File: config.mk
export PLATFORM = sky130hd
export DESIGN_NAME = wb_rr_arbiter
export DESIGN_NICKNAME = d
export VERILOG_FILES = /design/src/rtl/wb_rr_arbiter.sv
export SDC_FILE = /design/constraint.sdc
export NUM_CORES = 1
export LEC_CHECK = 0
export BUFFER_PORTS_ARGS = -buffer_cell sky130_fd_sc_hd__buf_4
export CAP_MARGIN = 5
export CORE_AREA = 2 2 171 173
export DETAILED_ROUTE_END_ITERATION = 7
export DIE_AREA = 0 0 173 175
export PLACE_DENSITY_LB_ADDON = 0.12
export SYNTH_ARGS = -nofsm -noshare
export SYNTH_HDL_FRONTEND = slang
export SYNTH_SLANG_ARGS = --single-unit
File: constraint.sdc
create_clock -name sys_clk -period 1.9 [get_ports sys_clk]
set_input_delay 0 -clock sys_clk [delete_from_list [all_inputs] [get_ports sys_clk]]
set_output_delay 0 -clock sys_clk [all_outputs]
set_load 0.02 [all_outputs]
File: src/rtl/wb_rr_arbiter.sv
// wb_rr_arbiter: three-master round-robin Wishbone arbiter with per-transaction stall watchdog
module wb_rr_arbiter #(
    parameter int TIMEOUT = 1023
) (
    input  logic        sys_clk,
    input  logic        sys_rst_n,
    input  logic [31:0] m0_adr_i,
    input  logic [31:0] m0_dat_i,
    output logic [31:0] m0_dat_o,
    input  logic [3:0]  m0_sel_i,
    input  logic [2:0]  m0_cti_i,
    input  logic        m0_we_i,
    input  logic        m0_cyc_i,
    input  logic        m0_stb_i,
    output logic        m0_ack_o,
    output logic        m0_err_o,
    input  logic [31:0] m1_adr_i,
    input  logic [31:0] m1_dat_i,
    output logic [31:0] m1_dat_o,
    input  logic [3:0]  m1_sel_i,
    input  logic [2:0]  m1_cti_i,
    input  logic        m1_we_i,
    input  logic        m1_cyc_i,
    input  logic        m1_stb_i,
    output logic        m1_ack_o,
    output logic        m1_err_o,
    input  logic [31:0] m2_adr_i,
    input  logic [31:0] m2_dat_i,
    output logic [31:0] m2_dat_o,
    input  logic [3:0]  m2_sel_i,
    input  logic [2:0]  m2_cti_i,
    input  logic        m2_we_i,
    input  logic        m2_cyc_i,
    input  logic        m2_stb_i,
    output logic        m2_ack_o,
    output logic        m2_err_o,
    output logic [31:0] s_adr_o,
    output logic [31:0] s_dat_o,
    output logic [3:0]  s_sel_o,
    output logic [2:0]  s_cti_o,
    output logic        s_we_o,
    output logic        s_cyc_o,
    output logic        s_stb_o,
    input  logic [31:0] s_dat_i,
    input  logic        s_ack_i,
    input  logic        s_err_i,
    output logic [2:0]  grant_o,
    output logic        timeout_o
);
    typedef enum logic [1:0] {IDLE, BUSY, ABORT} state_t;

    localparam logic [15:0] WD_LAST = 16'(TIMEOUT - 1);

    state_t state, state_nxt;
    logic [1:0] last, pick;
    logic [15:0] wd;
    logic [2:0][31:0] adr, dat;
    logic [2:0][3:0] sel;
    logic [2:0][2:0] cti;
    logic [2:0] we, cyc, stb;
    logic g_cyc, g_stb, busy, abort_now, fire;

    assign adr = {m2_adr_i, m1_adr_i, m0_adr_i};
    assign dat = {m2_dat_i, m1_dat_i, m0_dat_i};
    assign sel = {m2_sel_i, m1_sel_i, m0_sel_i};
    assign cti = {m2_cti_i, m1_cti_i, m0_cti_i};
    assign we  = {m2_we_i, m1_we_i, m0_we_i};
    assign cyc = {m2_cyc_i, m1_cyc_i, m0_cyc_i};
    assign stb = {m2_stb_i, m1_stb_i, m0_stb_i};

    // last always holds the granted index while BUSY or ABORT
    assign g_cyc = cyc[last];
    assign g_stb = stb[last];
    assign busy = state == BUSY;
    assign abort_now = state == ABORT && timeout_o;
    assign fire = TIMEOUT != 0 && busy && g_cyc && g_stb && !s_ack_i && !s_err_i && wd == WD_LAST;

    // round-robin: first requester after the last winner
    always_comb begin
        pick = last == 2'd2 ? (cyc[0] ? 2'd0 : cyc[1] ? 2'd1 : 2'd2) :
               last == 2'd0 ? (cyc[1] ? 2'd1 : cyc[2] ? 2'd2 : 2'd0) :
                              (cyc[2] ? 2'd2 : cyc[0] ? 2'd0 : 2'd1);
    end

    // next state: grant on any request, release when the owner drops cyc, abort on stall
    always_comb begin
        state_nxt = state;
        state_nxt = state == IDLE ? (|cyc ? BUSY : IDLE) : !g_cyc ? IDLE : fire ? ABORT : state;
    end

    // state, grant, rotation pointer and watchdog registers
    always_ff @(posedge sys_clk or negedge sys_rst_n) begin
        if (!sys_rst_n) begin
            state     <= IDLE;
            grant_o   <= 3'b000;
            last      <= 2'd2;
            wd        <= 16'd0;
            timeout_o <= 1'b0;
        end else begin
            state     <= state_nxt;
            grant_o   <= state_nxt == IDLE ? 3'b000 : state == IDLE ? 3'b001 << pick : grant_o;
            last      <= state == IDLE && |cyc ? pick : last;
            wd        <= busy && g_stb && !s_ack_i && !s_err_i ? wd + 16'd1 : 16'd0;
            timeout_o <= fire;
        end
    end

    assign s_adr_o = busy ? adr[last] : 32'd0;
    assign s_dat_o = busy ? dat[last] : 32'd0;
    assign s_sel_o = busy ? sel[last] : 4'd0;
    assign s_cti_o = busy ? cti[last] : 3'd0;
    assign s_we_o  = busy & we[last];
    assign s_cyc_o = busy & g_cyc;
    assign s_stb_o = busy & g_stb;

    assign m0_dat_o = s_dat_i;
    assign m1_dat_o = s_dat_i;
    assign m2_dat_o = s_dat_i;

    assign m0_ack_o = busy & grant_o[0] & s_ack_i;
    assign m1_ack_o = busy & grant_o[1] & s_ack_i;
    assign m2_ack_o = busy & grant_o[2] & s_ack_i;

    assign m0_err_o = grant_o[0] & ((busy & s_err_i) | abort_now);
    assign m1_err_o = grant_o[1] & ((busy & s_err_i) | abort_now);
    assign m2_err_o = grant_o[2] & ((busy & s_err_i) | abort_now);
endmodule

Word-level counts from Yosys, hierarchy flattened
Cells that the tools add are included.

Shifts and indexed selects: 1. Add/subtract/negate cells: 1. Order comparisons: 1. Reductions and logical operators: 17. Bitwise operators: 14. Equal/unequal tests: 4. Mux-type cells: 33.

Operator list (count): $bmux W32 S2 (2); $mux W32 (4); $mux W2 (10); $add A16 B1 Y16 const B (1); $eq A16 B10 Y1 const B (1); $mux W16 (1); $and A1 B1 Y1 (13); $mux W3 (4); $logic_and A1 B1 Y1 (10); $bmux W4 S2 (1); $mux W4 (2); $bmux W1 S2 (3); $bmux W3 S2 (1); $logic_not A2 Y1 (3); $mux W1 (5); $eq A2 B2 Y1 const B (2); $lt A2 B3 Y1 const B (1); $reduce_or A3 Y1 (1); $shl A1 B2 Y3 const A (1); $eq A2 B1 Y1 const B (1); $logic_not A1 Y1 (2); $reduce_bool A2 Y1 (1); $or A1 B1 Y1 (1).

Word-level logic and storage cells: 76. Register bits after elaboration: 24. Input port bits: 258. Output and inout port bits: 180.

Longest topological paths before layout
Word-level depth: 12. Mapped depth: 7. Depth with buffers taken out: 6.

Worst setup path after synthesis
Ideal clock, no wire load.

Path kind: register -> output. From: register last[1]. To: output s_dat_o[10]. Data arrival time: 1709 ps. Path slack: 191 ps. Data required time: 1900 ps. Stages on the path, launching flop included: 8. Path through: dfstp_2 > buf_2 > buf_2 > buf_2 > mux2i_1 > nor2_1 > a21oi_1 > nor2_1.

Word-level cells in the longest chain between the ends: 3.

Ends and longest elaborated chain: from (decl) (line 55) `logic [1:0] last, pick;`; from (signal assigned) (line 102) `last <= state == IDLE && |cyc ? pick : last;`; $bmux W32 S2 (line 109) `assign s_dat_o = busy ? dat[last] : 32'd0;`; $mux W32 (not written as such) (line 109); $mux W32 (line 109); to (decl) (line 38) `output logic [31:0] s_dat_o,`.

No other way between the ends. The select of a mux whose other input is x is not followed.

Final worst setup path
From: register last[1]. To: output s_dat_o[25].

Same word-level chain as after synthesis.

==> out/summary.txt <==
Status: finished with violations
Failing checks: setup timing
Post-layout net count: 1049
Placed instance count: 1142
Area Growth Syn to Fin: 77.6%
# IOs: 438
CTS tree: yes
Core area: 28400 um2
DRT iter0 DRCs: 191
Worst path max stage delay: 640 ps
Max_cap viols: 0
Residual DRC count: 0
CTS sink cnt: 24
Antenna violations before repair: 1
FF+latch count, synth: 24
Layout Skew: 2.68 ps
Non-Filler Instances: 1173
Row count: 62
Crit-path cells: clkbuf_4 -> nor2b_4 -> buf_12 -> bufbuf_16 -> a21oi_2 -> nor2_1 -> buf_4
Yosys warns: 0
Slowest CP cell: dfstp_4
I/O Buffers: 309
Gpl congestion: 0.770
Synth Flop Type: dfrtp_1
Top cell type's share of synthesized area: 19.2%
Filler cells: 3212
GRT overflow: 0
CTS buffer count: 3
Largest net degree at the start of global routing: 75
Post-Synthesis Cells: 560
Count leader, synth: nor2_1
Crit path capture type: output pin
Total routed wirelength: 22400 um
Worst slew margin: 61.5%
Unrepaired setup endpoints after global routing: true
Post-DRT Antenna Nets: 0
Post-synth EDFFs: 0
Post-Syn Area: 3800 um2
Nature of the critical path startpoint: flop
Maximum vdd drop: 0.568 mV
Worst-path clk slew: 60 ps
First-pass GRT wire length: 31900 um
Max Clock Freq: 509 MHz
Syn avg cell area: 6.79 um2
Later-pin clock latency in the skew report: 260 ps
Library cell with the largest summed area after synthesis: mux2i_1
Synth cell types: 39
Setup CP Type: flop to output pin
GRT Overall Usage: 14.0%
Root Buffer: clkbuf_16
P per Cell Area: 1360 nW/um2
Setup WS post-layout: -63.7 ps
Commonest cells post-synth: 164 x nor2_1, 96 x buf_4, 73 x a21oi_1, 73 x mux2i_1, 23 x dfrtp_1
Die Span Y: 175 um
Asr flop ratio synth: 100%
Leakage: 0.00316 uW
Slew @ Worst Pin: 575 ps
Pre-antenna DRT Iters: 4
Family with the most delay on the worst path: buffers and inverters
DR WL/cell: 19.1 um
Dpl hpwl: 17500 um
Mapped Nets: 820
CP bufs+invs: 4
Total power: 9180 uW
H-tree levels: 1
Top area cells in the synthesized netlist: mux2i_1 19%, buf_4 19%, nor2_1 16%, dfrtp_1 15%, a21oi_1 9.6%
Via Count: 4614
Pre-CTS setup slack: 101 ps
WP data required: 1900 ps
Share of post-route cells with drive strength above 1: 50.6%
Fin util: 23.8%
Register area share after synthesis: 15.8%
Arr. time, crit path: 1960 ps
# setup viols final: 36
Slew Limit Fails: 0
Die area: 30300 um2
Minimum clock period: 1960 ps
Hold WC Path Type: primary input to output pin
Setup tns final: -894 ps
CP Max Fanout: 9
Max clock buf depth: 2
Vias/cell: 3.93
Fin crit share: 103%
Final Hold Fails: 0
Vias in the first global route: 4783
Starting Density: 13.4%
Die W: 173 um
==> cells in the final DEF, fill, tap and decap left out, types with 5 or more instances in the layout <==
cell type and instances:
buf_4 321, nor2_1 162, mux2i_1 67, a21oi_1 52, dfrtp_1 22, a21oi_2 19, buf_6 12, buf_12 12
nand2_1 11, xnor2_1 8, nand3_1 8, o21ai_0 7, nand4_1 6, xor2_1 6, nor4_1 5, clkbuf_16 5
==> per-layer routing <==
layer / routed length (um) / vias to the layer above / track usage [%]
met1: 9220 / 2089 / 17.3
met4: 374 / 0 / 2.93
met3: 2570 / 25 / 6.42
met2: 10300 / 255 / 22.2
met5: 0 / - / 0
li1: - / 2245 / -
==> worst reg2reg max path, cell delays in order (launching register included) <==
cell and delay [ps]:
dfstp_4 480, clkbuf_4 170, nand2b_4 150, a2111o_1 380, or2_4 260, buf_12 150, nor2_1 100
==> cell families (layout without fill, tap and decap cells) <==
kind of cell	after synthesis	after routing	share of synthesized area, %
buffers and inverters	137	365	23.6
and+or+nand+nor	218	218	24.4
DFF	24	24	15.8
muxes	73	73	19.2
other	0	1	0
xor gates and xnor gates	14	14	3.23
AOI/OAI and AO/OA	92	92	13.1
adders and majority gates	2	2	0.658
==> path summary, 6_finish.rpt <==
| path | start | end | slack [ps] | depth (start not counted) |
|---|---|---|---|---|
| max reg2reg | last[1] | wd[9] | 140 | 6 |
| max | last[1] | s_dat_o[25] | -60 | 7 |
| min reg2reg | wd[1] | wd[1] | 540 | 2 |
| max in group asynchronous | sys_rst_n | last[1] | 1410 | 2 |
| min in group asynchronous | sys_rst_n | wd[4] | 180 | 2 |
| min | s_dat_i[20] | m2_dat_o[20] | 0.01 | 0 |
==> report_power, final <==
part	internal, uW	total [uW]	leakage [uW]	switching (uW)
Combinational	3630	7980	0.00280	4350
Sequential	591	678	0.000324	87.0
Clock	323	517	0.0000442	194
==> stage by stage <==
stage,instance area [um2],hold WS (ps)
after floorplan,3800,-296
after global placement,6010,-67.9
after detailed placement,6010,-66.5
after CTS,6540,0.262
after global routing,6750,0.0601
final,6750,0.0138
==> layout make-up <==
class                           instances  area (um2)  share of cell area, %
Timing Repair Buffer                  357        3060                   45.4
Multi-Input combinational cell        399        2490                   36.9
Sequential cell                        24         609                   9.03
Tap cell                              384         480                   7.12
Clock buffer                            4        88.8                   1.32
Inverter                                4        15.0                  0.222
Antenna cell                            1        2.50                 0.0371
==> registers in the layout, summed over array words and instances, names as in the netlist <==
name / flops
grant_o: 3
last: 2
state: 2
timeout_o: 1
wd: 16
==> timing repair <==
action / CTS / global route
cloned: 5 / 2
resized for setup: 38 / 35
hold endpoints to repair: 24 / 0
hold buffers: 1 / 0
pin swaps: 3 / 18
buffers inserted: 14 / 6
setup endpoints to repair: 53 / 91
Power figures use the tool's default switching activity.
